## config.mk

```make
export PLATFORM = sky130hd
export DESIGN_NAME = idecode_flat
export DESIGN_NICKNAME = d
export VERILOG_FILES = /design/src/rtl/idecode_if.sv /design/src/rtl/idecode.sv /design/src/flat_wrapper.sv
export SDC_FILE = /design/constraint.sdc
export NUM_CORES = 2
export LEC_CHECK = 0
export BUFFER_PORTS_ARGS = -buffer_cell sky130_fd_sc_hd__buf_2
export CAP_MARGIN = 10
export CORE_UTILIZATION = 60
export CTS_CLUSTER_DIAMETER = 80
export CTS_CLUSTER_SIZE = 40
export DETAILED_ROUTE_END_ITERATION = 8
export PLACE_DENSITY_LB_ADDON = 0.05
export SYNTH_ARGS = -nofsm -noshare
export SYNTH_HDL_FRONTEND = slang
export SYNTH_SLANG_ARGS = --single-unit
```

## constraint.sdc

```tcl
create_clock -name clk -period 4.95 [get_ports clk]
set_input_delay 0.7425 -clock clk [delete_from_list [all_inputs] [get_ports clk]]
set_output_delay 0.7425 -clock clk [all_outputs]
set_load 0.01 [all_outputs]
```

## src/rtl/idecode_if.sv

```systemverilog
// Decode-stage bus: IF/ID inputs, writeback port, flush control and the ID/EX register outputs.
interface idecode_if;
  logic [31:0] InstrD;
  logic [31:0] PCD;
  logic [31:0] PCPlus4D;
  logic        RegWriteW;
  logic [4:0]  RdW;
  logic [31:0] ResultW;
  logic        FlushE;

  logic        RegWriteE;
  logic        MemWriteE;
  logic        JumpE;
  logic        BranchE;
  logic        ALUSrcE;
  logic        IllegalE;
  logic [1:0]  ResultSrcE;
  logic [2:0]  ALUControlE;
  logic [31:0] RD1E;
  logic [31:0] RD2E;
  logic [31:0] ImmExtE;
  logic [31:0] PCE;
  logic [31:0] PCPlus4E;
  logic [4:0]  Rs1E;
  logic [4:0]  Rs2E;
  logic [4:0]  RdE;

  modport slave (
    input  InstrD, PCD, PCPlus4D, RegWriteW, RdW, ResultW, FlushE,
    output RegWriteE, MemWriteE, JumpE, BranchE, ALUSrcE, IllegalE,
           ResultSrcE, ALUControlE, RD1E, RD2E, ImmExtE, PCE, PCPlus4E,
           Rs1E, Rs2E, RdE
  );

  modport master (
    output InstrD, PCD, PCPlus4D, RegWriteW, RdW, ResultW, FlushE,
    input  RegWriteE, MemWriteE, JumpE, BranchE, ALUSrcE, IllegalE,
           ResultSrcE, ALUControlE, RD1E, RD2E, ImmExtE, PCE, PCPlus4E,
           Rs1E, Rs2E, RdE
  );
endinterface

```

## src/rtl/idecode.sv

```systemverilog
// RV32I-subset decode stage: 32x32 register file with write-through reads, control decode,
// immediate generation and the ID/EX pipeline register.
module idecode (
  input  logic      clk,
  input  logic      reset,
  idecode_if.slave  bus
);

  typedef enum logic [1:0] {IMM_I, IMM_S, IMM_B, IMM_J} imm_src_e;

  localparam logic [6:0] OP_LW   = 7'b0000011;
  localparam logic [6:0] OP_SW   = 7'b0100011;
  localparam logic [6:0] OP_R    = 7'b0110011;
  localparam logic [6:0] OP_IALU = 7'b0010011;
  localparam logic [6:0] OP_BEQ  = 7'b1100011;
  localparam logic [6:0] OP_JAL  = 7'b1101111;

  logic [31:0] rf_q [32];

  logic [6:0] opcode;
  logic [2:0] funct3;
  logic [6:0] funct7;
  logic [4:0] rs1, rs2, rd;

  assign opcode = bus.InstrD[6:0];
  assign funct3 = bus.InstrD[14:12];
  assign funct7 = bus.InstrD[31:25];
  assign rs1    = bus.InstrD[19:15];
  assign rs2    = bus.InstrD[24:20];
  assign rd     = bus.InstrD[11:7];

  // Register file; x0 is never written so it stays zero without a read-side special case on storage.
  always_ff @(posedge clk or negedge reset) begin
    if (!reset) begin
      for (int i = 0; i < 32; i++) rf_q[i] <= '0;
    end else if (bus.RegWriteW && (bus.RdW != 5'd0)) begin
      rf_q[bus.RdW] <= bus.ResultW;
    end
  end

  logic [31:0] rd1_d, rd2_d;

  always_comb begin
    rd1_d = rf_q[rs1];
    if (rs1 == 5'd0)                            rd1_d = '0;
    else if (bus.RegWriteW && (bus.RdW == rs1)) rd1_d = bus.ResultW;
    rd2_d = rf_q[rs2];
    if (rs2 == 5'd0)                            rd2_d = '0;
    else if (bus.RegWriteW && (bus.RdW == rs2)) rd2_d = bus.ResultW;
  end

  logic       reg_write_d, mem_write_d, jump_d, branch_d, alu_src_d, illegal_d;
  logic [1:0] result_src_d;
  logic [2:0] alu_ctrl_d;
  imm_src_e   imm_src;

  always_comb begin
    reg_write_d  = 1'b0;
    mem_write_d  = 1'b0;
    jump_d       = 1'b0;
    branch_d     = 1'b0;
    alu_src_d    = 1'b0;
    illegal_d    = 1'b0;
    result_src_d = 2'b00;
    alu_ctrl_d   = 3'b000;
    imm_src      = IMM_I;
    unique case (opcode)
      OP_LW: begin
        reg_write_d  = 1'b1;
        alu_src_d    = 1'b1;
        result_src_d = 2'b01;
      end
      OP_SW: begin
        mem_write_d = 1'b1;
        alu_src_d   = 1'b1;
        imm_src     = IMM_S;
      end
      OP_R: begin
        reg_write_d = 1'b1;
        // Only sub uses funct7 = 0100000; every other funct7 pattern is rejected.
        if (funct7 == 7'b0100000 && funct3 == 3'b000) alu_ctrl_d = 3'b001;
        else if (funct7 != 7'b0000000)               illegal_d  = 1'b1;
        else begin
          unique case (funct3)
            3'b000:  alu_ctrl_d = 3'b000;
            3'b111:  alu_ctrl_d = 3'b010;
            3'b110:  alu_ctrl_d = 3'b011;
            3'b010:  alu_ctrl_d = 3'b101;
            default: illegal_d  = 1'b1;
          endcase
        end
      end
      OP_IALU: begin
        reg_write_d = 1'b1;
        alu_src_d   = 1'b1;
        unique case (funct3)
          3'b000:  alu_ctrl_d = 3'b000;
          3'b111:  alu_ctrl_d = 3'b010;
          3'b110:  alu_ctrl_d = 3'b011;
          3'b010:  alu_ctrl_d = 3'b101;
          default: illegal_d  = 1'b1;
        endcase
      end
      OP_BEQ: begin
        imm_src = IMM_B;
        if (funct3 == 3'b000) begin
          branch_d   = 1'b1;
          alu_ctrl_d = 3'b001;
        end else begin
          illegal_d = 1'b1;
        end
      end
      OP_JAL: begin
        reg_write_d  = 1'b1;
        jump_d       = 1'b1;
        result_src_d = 2'b10;
        imm_src      = IMM_J;
      end
      default: illegal_d = 1'b1;
    endcase
    if (illegal_d) begin
      reg_write_d  = 1'b0;
      mem_write_d  = 1'b0;
      jump_d       = 1'b0;
      branch_d     = 1'b0;
      alu_src_d    = 1'b0;
      result_src_d = 2'b00;
      alu_ctrl_d   = 3'b000;
    end
  end

  logic signed [31:0] imm_d;

  always_comb begin
    unique case (imm_src)
      IMM_S:   imm_d = {{20{bus.InstrD[31]}}, bus.InstrD[31:25], bus.InstrD[11:7]};
      IMM_B:   imm_d = {{20{bus.InstrD[31]}}, bus.InstrD[7], bus.InstrD[30:25],
                        bus.InstrD[11:8], 1'b0};
      IMM_J:   imm_d = {{12{bus.InstrD[31]}}, bus.InstrD[19:12], bus.InstrD[20],
                        bus.InstrD[30:21], 1'b0};
      default: imm_d = {{20{bus.InstrD[31]}}, bus.InstrD[31:20]};
    endcase
  end

  logic        reg_write_q, mem_write_q, jump_q, branch_q, alu_src_q, illegal_q;
  logic [1:0]  result_src_q;
  logic [2:0]  alu_ctrl_q;
  logic [31:0] rd1_q, rd2_q, imm_q, pc_q, pc_plus4_q;
  logic [4:0]  rs1_q, rs2_q, rd_q;

  // ID/EX register: flush zeroes only the state-changing controls; everything else loads as usual.
  always_ff @(posedge clk or negedge reset) begin
    if (!reset) begin
      reg_write_q  <= 1'b0;
      mem_write_q  <= 1'b0;
      jump_q       <= 1'b0;
      branch_q     <= 1'b0;
      alu_src_q    <= 1'b0;
      illegal_q    <= 1'b0;
      result_src_q <= 2'b00;
      alu_ctrl_q   <= 3'b000;
      rd1_q        <= '0;
      rd2_q        <= '0;
      imm_q        <= '0;
      pc_q         <= '0;
      pc_plus4_q   <= '0;
      rs1_q        <= '0;
      rs2_q        <= '0;
      rd_q         <= '0;
    end else begin
      reg_write_q  <= reg_write_d & ~bus.FlushE;
      mem_write_q  <= mem_write_d & ~bus.FlushE;
      jump_q       <= jump_d      & ~bus.FlushE;
      branch_q     <= branch_d    & ~bus.FlushE;
      illegal_q    <= illegal_d   & ~bus.FlushE;
      alu_src_q    <= alu_src_d;
      result_src_q <= result_src_d;
      alu_ctrl_q   <= alu_ctrl_d;
      rd1_q        <= rd1_d;
      rd2_q        <= rd2_d;
      imm_q        <= imm_d;
      pc_q         <= bus.PCD;
      pc_plus4_q   <= bus.PCPlus4D;
      rs1_q        <= rs1;
      rs2_q        <= rs2;
      rd_q         <= rd;
    end
  end

  assign bus.RegWriteE   = reg_write_q;
  assign bus.MemWriteE   = mem_write_q;
  assign bus.JumpE       = jump_q;
  assign bus.BranchE     = branch_q;
  assign bus.ALUSrcE     = alu_src_q;
  assign bus.IllegalE    = illegal_q;
  assign bus.ResultSrcE  = result_src_q;
  assign bus.ALUControlE = alu_ctrl_q;
  assign bus.RD1E        = rd1_q;
  assign bus.RD2E        = rd2_q;
  assign bus.ImmExtE     = imm_q;
  assign bus.PCE         = pc_q;
  assign bus.PCPlus4E    = pc_plus4_q;
  assign bus.Rs1E        = rs1_q;
  assign bus.Rs2E        = rs2_q;
  assign bus.RdE         = rd_q;

endmodule

```

## src/flat_wrapper.sv

```systemverilog
// flat-port wrapper written by rule: the top's interface ports become plain ports
module idecode_flat 
  (clk, reset, bus_InstrD, bus_PCD, bus_PCPlus4D, bus_RegWriteW, bus_RdW, bus_ResultW, bus_FlushE, bus_RegWriteE, bus_MemWriteE, bus_JumpE, bus_BranchE, bus_ALUSrcE, bus_IllegalE, bus_ResultSrcE, bus_ALUControlE, bus_RD1E, bus_RD2E, bus_ImmExtE, bus_PCE, bus_PCPlus4E, bus_Rs1E, bus_Rs2E, bus_RdE);
  idecode_if bus_i ();
  input  logic clk;
  input  logic reset;
  input wire logic [$bits(bus_i.InstrD)-1:0] bus_InstrD;
  input wire logic [$bits(bus_i.PCD)-1:0] bus_PCD;
  input wire logic [$bits(bus_i.PCPlus4D)-1:0] bus_PCPlus4D;
  input wire logic [$bits(bus_i.RegWriteW)-1:0] bus_RegWriteW;
  input wire logic [$bits(bus_i.RdW)-1:0] bus_RdW;
  input wire logic [$bits(bus_i.ResultW)-1:0] bus_ResultW;
  input wire logic [$bits(bus_i.FlushE)-1:0] bus_FlushE;
  output wire logic [$bits(bus_i.RegWriteE)-1:0] bus_RegWriteE;
  output wire logic [$bits(bus_i.MemWriteE)-1:0] bus_MemWriteE;
  output wire logic [$bits(bus_i.JumpE)-1:0] bus_JumpE;
  output wire logic [$bits(bus_i.BranchE)-1:0] bus_BranchE;
  output wire logic [$bits(bus_i.ALUSrcE)-1:0] bus_ALUSrcE;
  output wire logic [$bits(bus_i.IllegalE)-1:0] bus_IllegalE;
  output wire logic [$bits(bus_i.ResultSrcE)-1:0] bus_ResultSrcE;
  output wire logic [$bits(bus_i.ALUControlE)-1:0] bus_ALUControlE;
  output wire logic [$bits(bus_i.RD1E)-1:0] bus_RD1E;
  output wire logic [$bits(bus_i.RD2E)-1:0] bus_RD2E;
  output wire logic [$bits(bus_i.ImmExtE)-1:0] bus_ImmExtE;
  output wire logic [$bits(bus_i.PCE)-1:0] bus_PCE;
  output wire logic [$bits(bus_i.PCPlus4E)-1:0] bus_PCPlus4E;
  output wire logic [$bits(bus_i.Rs1E)-1:0] bus_Rs1E;
  output wire logic [$bits(bus_i.Rs2E)-1:0] bus_Rs2E;
  output wire logic [$bits(bus_i.RdE)-1:0] bus_RdE;
  assign bus_i.InstrD = bus_InstrD;
  assign bus_i.PCD = bus_PCD;
  assign bus_i.PCPlus4D = bus_PCPlus4D;
  assign bus_i.RegWriteW = bus_RegWriteW;
  assign bus_i.RdW = bus_RdW;
  assign bus_i.ResultW = bus_ResultW;
  assign bus_i.FlushE = bus_FlushE;
  assign bus_RegWriteE = bus_i.RegWriteE;
  assign bus_MemWriteE = bus_i.MemWriteE;
  assign bus_JumpE = bus_i.JumpE;
  assign bus_BranchE = bus_i.BranchE;
  assign bus_ALUSrcE = bus_i.ALUSrcE;
  assign bus_IllegalE = bus_i.IllegalE;
  assign bus_ResultSrcE = bus_i.ResultSrcE;
  assign bus_ALUControlE = bus_i.ALUControlE;
  assign bus_RD1E = bus_i.RD1E;
  assign bus_RD2E = bus_i.RD2E;
  assign bus_ImmExtE = bus_i.ImmExtE;
  assign bus_PCE = bus_i.PCE;
  assign bus_PCPlus4E = bus_i.PCPlus4E;
  assign bus_Rs1E = bus_i.Rs1E;
  assign bus_Rs2E = bus_i.Rs2E;
  assign bus_RdE = bus_i.RdE;
  idecode u_core (.clk(clk), .reset(reset), .bus(bus_i));
endmodule
```

-- After elaboration in Yosys (flattened, before gate mapping)
Index checks and enable logic that the tools add are counted.
- $lt $le $gt $ge: 4
- equal/unequal tests: 15
- multiplexer cells: 39
- bitwise operators: 9
- reduce and logical (&&, ||, !) cells: 14
- operators by type and width (operator ; number):
    $bwmux 1024 ; 1
    $bmux 32 s5 ; 2
    $mux 32 ; 9
    $demux 32 s5 ; 1
    $pmux 20 s3 ; 1
    $eq 7x6->1 const B ; 3
    $ge 6x6->1 const B ; 3
    $not 5->6 ; 3
    $pmux 3 s3 ; 2
    $mux 1 ; 16
    $eq 7x7->1 const B ; 2
    $eq 5x5->1 ; 2
    $logic_not 5->1 ; 2
    $mux 3 ; 3
    $reduce_or 4->1 ; 2
    $eq 7x2->1 const B ; 1
    $eq 7x5->1 const B ; 1
    $reduce_bool 7->1 ; 1
    $eq 3x3->1 const B ; 2
    $lt 6x1->1 const B ; 1
    $pmux 2 s3 ; 1
    $reduce_or 3->1 ; 2
    $and 1x1->1 ; 5
    $logic_and 1x1->1 ; 5
    other kinds (9) ; 10
- bits in registers: 1199
- input bits: 137

-- Logic depth before layout (Yosys ltp)
- word-level depth: 8
- gate-level depth with buffers: 11
- gate-level depth less buffers: 5

-- Least setup slack after synthesis
Ideal clock, no wire load.
- kind: input to register
- start: in bus_InstrD[20]
- end: reg u_core.rd2_q[16] (netlist: u_core.bus.RD2E[16])
- library setup time: 122 ps
- data arrival time: 2372 ps
- path slack: 2456 ps
- cell stages on the path: 7
- buffers on the path: 3
- cell sequence: buf_2 -> clkbuf_1 -> buf_2 -> mux4_2 -> o22ai_1 -> nor2_1 -> a32o_1
- cells in the longest elaborated chain, start to end: 6
- elaborated cells between the ends (all ways): 9
- RTL lines (item ; RTL line ; source):
    start, declared ; flat_wrapper.sv:7 ; input wire logic [$bits(bus_i.InstrD)-1:0] bus_InstrD;
    $not 5->6 (implied by the code) ; idecode.sv:47 ; rd2_d = rf_q[rs2];
    $bmux 32 s5 ; idecode.sv:47 ;
    $mux 32 (implied by the code) (2 in series) ; idecode.sv:47 ;
    $mux 32 ; idecode.sv:49 ; else if (bus.RegWriteW && (bus.RdW == rs2)) rd2_d = bus.ResultW;
    $mux 32 (*) ; idecode.sv:48 ; if (rs2 == 5'd0) rd2_d = '0;
    named net u_core.rd2_d[16] ; idecode.sv:41 ; logic [31:0] rd1_d, rd2_d;
    end signal, assigned ; idecode.sv:180 ; rd2_q <= rd2_d;
    end, declared ; idecode.sv:148 ; logic [31:0] rd1_q, rd2_q, imm_q, pc_q, pc_plus4_q;
The timed path passes the listed nets; every way through them passes the cells marked *. The select of a mux whose other input is x is not followed.
A chain may end at the register's enable or synchronous reset.

-- Worst setup path after layout
- start: in bus_InstrD[17]
- end: reg u_core.rd1_q[0] (netlist: u_core.bus.RD1E[0])
- cells in the longest elaborated chain, start to end: 6
- elaborated cells between the ends (all ways): 9
- RTL lines (item ; RTL line ; source):
    $not 5->6 (implied by the code) ; idecode.sv:44 ; rd1_d = rf_q[rs1];
    $bmux 32 s5 ; idecode.sv:44 ;
    $mux 32 (implied by the code) (2 in series) ; idecode.sv:44 ;
    $mux 32 ; idecode.sv:46 ; else if (bus.RegWriteW && (bus.RdW == rs1)) rd1_d = bus.ResultW;
    $mux 32 (*) ; idecode.sv:45 ; if (rs1 == 5'd0) rd1_d = '0;
    named net u_core.rd1_d[0] ; idecode.sv:41 ;
    end signal, assigned ; idecode.sv:179 ; rd1_q <= rd1_d;
    end, declared ; idecode.sv:148 ;
Marked as above.

==> flow_summary.toml <==
[timing]
fin_skew_ns = 0.0348
fin_crit_ns = 2.92
hold_slack_ns = 0.102
fin_crit_sh_pct = 59.1
tightest_slew_ns = 1.32
setup_viol = 0
rsz0062_at_grt = "false"
finalHoldViolations = 0
timing.fmax_ghz = 0.342
slew_viol_final = 0
finalSetupTns_ns = 0
maxSlewHeadroom_pct = 11.9

[floorplan]
die_area_um2 = 99700
chipWidth_um = 316
fp.dieH_um = 316
rows = 114
initial_core_util_pct = 60.8
coreArea_um2 = 97100
boundaryPins = 323

[finish]
fillerInstances = 6850
mostFrequentLayoutCell = "dfrtp_1"
post_route_cells_drive_above_1_share_pct = 51.3
area_delta_synth_final_pct = 7.54
nNetsFinal = 4054
final_cell_mix = "dfrtp_1 (1,199), mux2_2 (986), mux4_2 (462), buf_2 (315), o22ai_1 (130)"
final_area_um2 = 63500

[cts]
cts_resized = 0
clk_latency_ns = 0.72
clockRootBuffer = "clkbuf_16"
cts_buffers = 48
cts_setup_buffers = 0
htreeDepth = 2
cts_tree = "done"
holdBufCountCts = 0
path_clk_slew_ns = 0.13
clk_path_buf_depth = 3
clock_sinks = 1199

[setup_path]
slowest_delay_ns = 0.66
worst-path-buf-inv = 2
crit_chain = "buf_4, xor2_1, nor4_1, nand3_2, nor2_1, buf_4, o2bb2ai_1"
critical_path_arrival_ns = 3.55
crit_top_cell = "buf_4"
critical_path_class = "input pin to flop"
crit_family = "simple AND/OR/NAND/NOR gates"
reg2reg_slack_ns = 2.96
worstSetupStartpointType = "input pin"
critPathCaptureType = "flop"
crit_cells = 7
reg2regPathDepth = 4
reg2reg_to = "u_core.bus.RD1E[16]"
crit_start = "bus_InstrD[17]"
crit_fanout = 33
required_ns = 5.57
crit_path_top_delay_cell = "nand3_2"
reg2reg_from = "u_core.rf_q[176]"
crit_path_end = "u_core.bus.RD1E[0]"

[job]
max_cap_violations = 0

[hold_path]
hold_class = "input pin to async pin"

[route]
routed_wl_mm = 185
vias = 38400
drc = 0
wire_per_inst_um = 35.4
drtIter0Drc = 4592
final_antenna_net_count = 0
dr.pass1.iters = 6
vias_per_cell = 7.33

[grt]
grt_pass1_wl_mm = 271
grt_max_degree = 146
track_usage_pct = 37.7
antenna_found_initial = 17
grt_pass1_vias = 40000
overflow = 0

[pwr]
p_sw_w = 0.00699
cellInternalPower_w = 0.0166
p_leak_nw = 27.8
pwr-share-clk_pct = 24.4
power_frac_seq_pct = 54.3
netSwitchingFraction_pct = 29.6
pwr_density_cell_nw_per_um2 = 372
combPwrFrac_pct = 21.3
irDropWorstVdd_v = 0.000283

[synthesis]
synth_edf_count = 0
yosysWarnings = 0
synth.cell_area_um2 = 59100
synthesis.instances = 3879
synth_flop_cell = "dfrtp_1"
ys_ff_latch = 1199
synth_fp_nets = 4016
yosysUniqueCellTypes = 60
syn_avg_cell_area_um2 = 15.2
seq_area_frac_synth_pct = 50.8
async_reset_ff_share_pct = 100

[status]
status = "completed"

[placed_design]
post_dp_cell_area_um2 = 61700
place_hpwl_mm = 109
io_buffer_count = 322
place_congestion = 0.846
==> power by group through the flow <==
| stage | registers, W | clock network [W] | logic [W] |
|---|---|---|---|
| after floorplan | 0.0125 | 0 | 0.00371 |
| after global placement | 0.0127 | 0 | 0.00483 |
| after detailed placement | 0.0130 | 0 | 0.00501 |
| after CTS | 0.0127 | 0.00585 | 0.00503 |
| after global routing | 0.0130 | 0.00615 | 0.00536 |
| final | 0.0128 | 0.00576 | 0.00503 |
==> synthesized netlist by cell type (all sizes together) (4+ instances only) <==
cell type,number,area [µm²]
nand2,61,229
nand3,11,55.1
xor2,6,52.6
mux2,996,11200
clkbuf,270,1020
a31oi,9,56.3
o22a,18,158
o211ai,9,67.6
o2111ai,20,175
a211oi,9,67.6
nor3,11,55.1
nand2b,7,43.8
buf,173,995
o21ai,14,70.1
dfrtp,1199,30000
a221o,5,50.1
nor2b,11,68.8
a21o,8,60.1
o221ai,5,43.8
nand4b,4,35.0
or3,6,37.5
xnor2,4,35.0
mux2i,126,1260
a21oi,38,190
o2bb2ai,9,78.8
a32o,32,320
nand4,5,31.3
nor4,7,58.8
a22oi,74,556
mux4,462,10400
inv,5,18.8
o221a,12,135
nor3b,4,30.0
nor2,94,355
o22ai,130,813
==> logic make-up (layout without fill, tap and decap cells) <==
| logic type | count (synthesis) | count (layout) | synth area share, % |
|---|---|---|---|
| DFF | 1199 | 1199 | 50.8 |
| muxes | 1584 | 1584 | 38.7 |
| xor gates and xnor gates | 10 | 10 | 0.148 |
| AOI/OAI and AO/OA | 401 | 401 | 5.00 |
| other | 0 | 1 | 0 |
| buffers and inverters | 448 | 524 | 3.44 |
| and+or+nand+nor | 237 | 237 | 1.89 |
==> final cells by class <==
type / instances / area (µm²) / share of cell area [%]
repair buffers: 431 / 2840 / 4.47
diodes: 1 / 2.50 / 0.00394
flip-flops and latches: 1199 / 30000 / 47.2
well taps: 1276 / 1600 / 2.51
multi-input cells: 2232 / 27200 / 42.9
inverters: 5 / 18.8 / 0.0295
clock buffers: 53 / 1270 / 2.00
clock inverters: 35 / 552 / 0.869
==> worst min path at each step <==
stage                               to  slack, ns  cells after the start
floorplan            u_core.rf_q[1000]       0.44                      1
global placement     u_core.rf_q[1008]       0.38                      0
detailed placement   u_core.rf_q[1007]       0.38                      0
CTS                 u_core.bus.PCE[31]        0.1                      1
global route        u_core.bus.PCE[31]       0.10                      1
finish                u_core.rf_q[572]       0.10                      1
==> worst register-to-register path, stage by stage (launching register included) <==
cell,delay [ns]
dfrtp_1,0.42
mux4_2,0.52
mux4_2,0.51
and3_1,0.19
a221o_1,0.25
==> stage by stage <==
stage	setup slack (ns)	total power, W	util [%]	std cells
2_1_floorplan	2.46	0.0162	-	3879
3_3_place_gp	1.38	0.0176	63.5	5143
3_5_place_dp	1.41	0.0180	63.5	5143
4_1_cts	2.17	0.0236	65.4	5231
5_1_grt	2.02	0.0245	65.4	5231
6_report	2.03	0.0236	65.4	5232
==> registers in the layout, indices dropped and copies added, names as in the netlist, 2 cells and up <==
signal,count
u_core.bus.ALUControlE,3
u_core.bus.RdE,5
u_core.bus.Rs2E,5
u_core.bus.ImmExtE,21
u_core.bus.RD1E,32
u_core.bus.RD2E,32
u_core.bus.PCPlus4E,32
u_core.bus.ResultSrcE,2
u_core.bus.Rs1E,5
u_core.rf_q,1024
u_core.bus.PCE,32
==> routing by layer <==
| metal | track usage, % | part of all wire, % |
|---|---|---|
| met4 | 15.4 | 4.6 |
| met2 | 57.9 | 47 |
| met1 | 51.6 | 38 |
| met3 | 9.70 | 11 |
| met5 | 0 | 0.082 |
No activity file was read; power rests on OpenSTA's default activity.
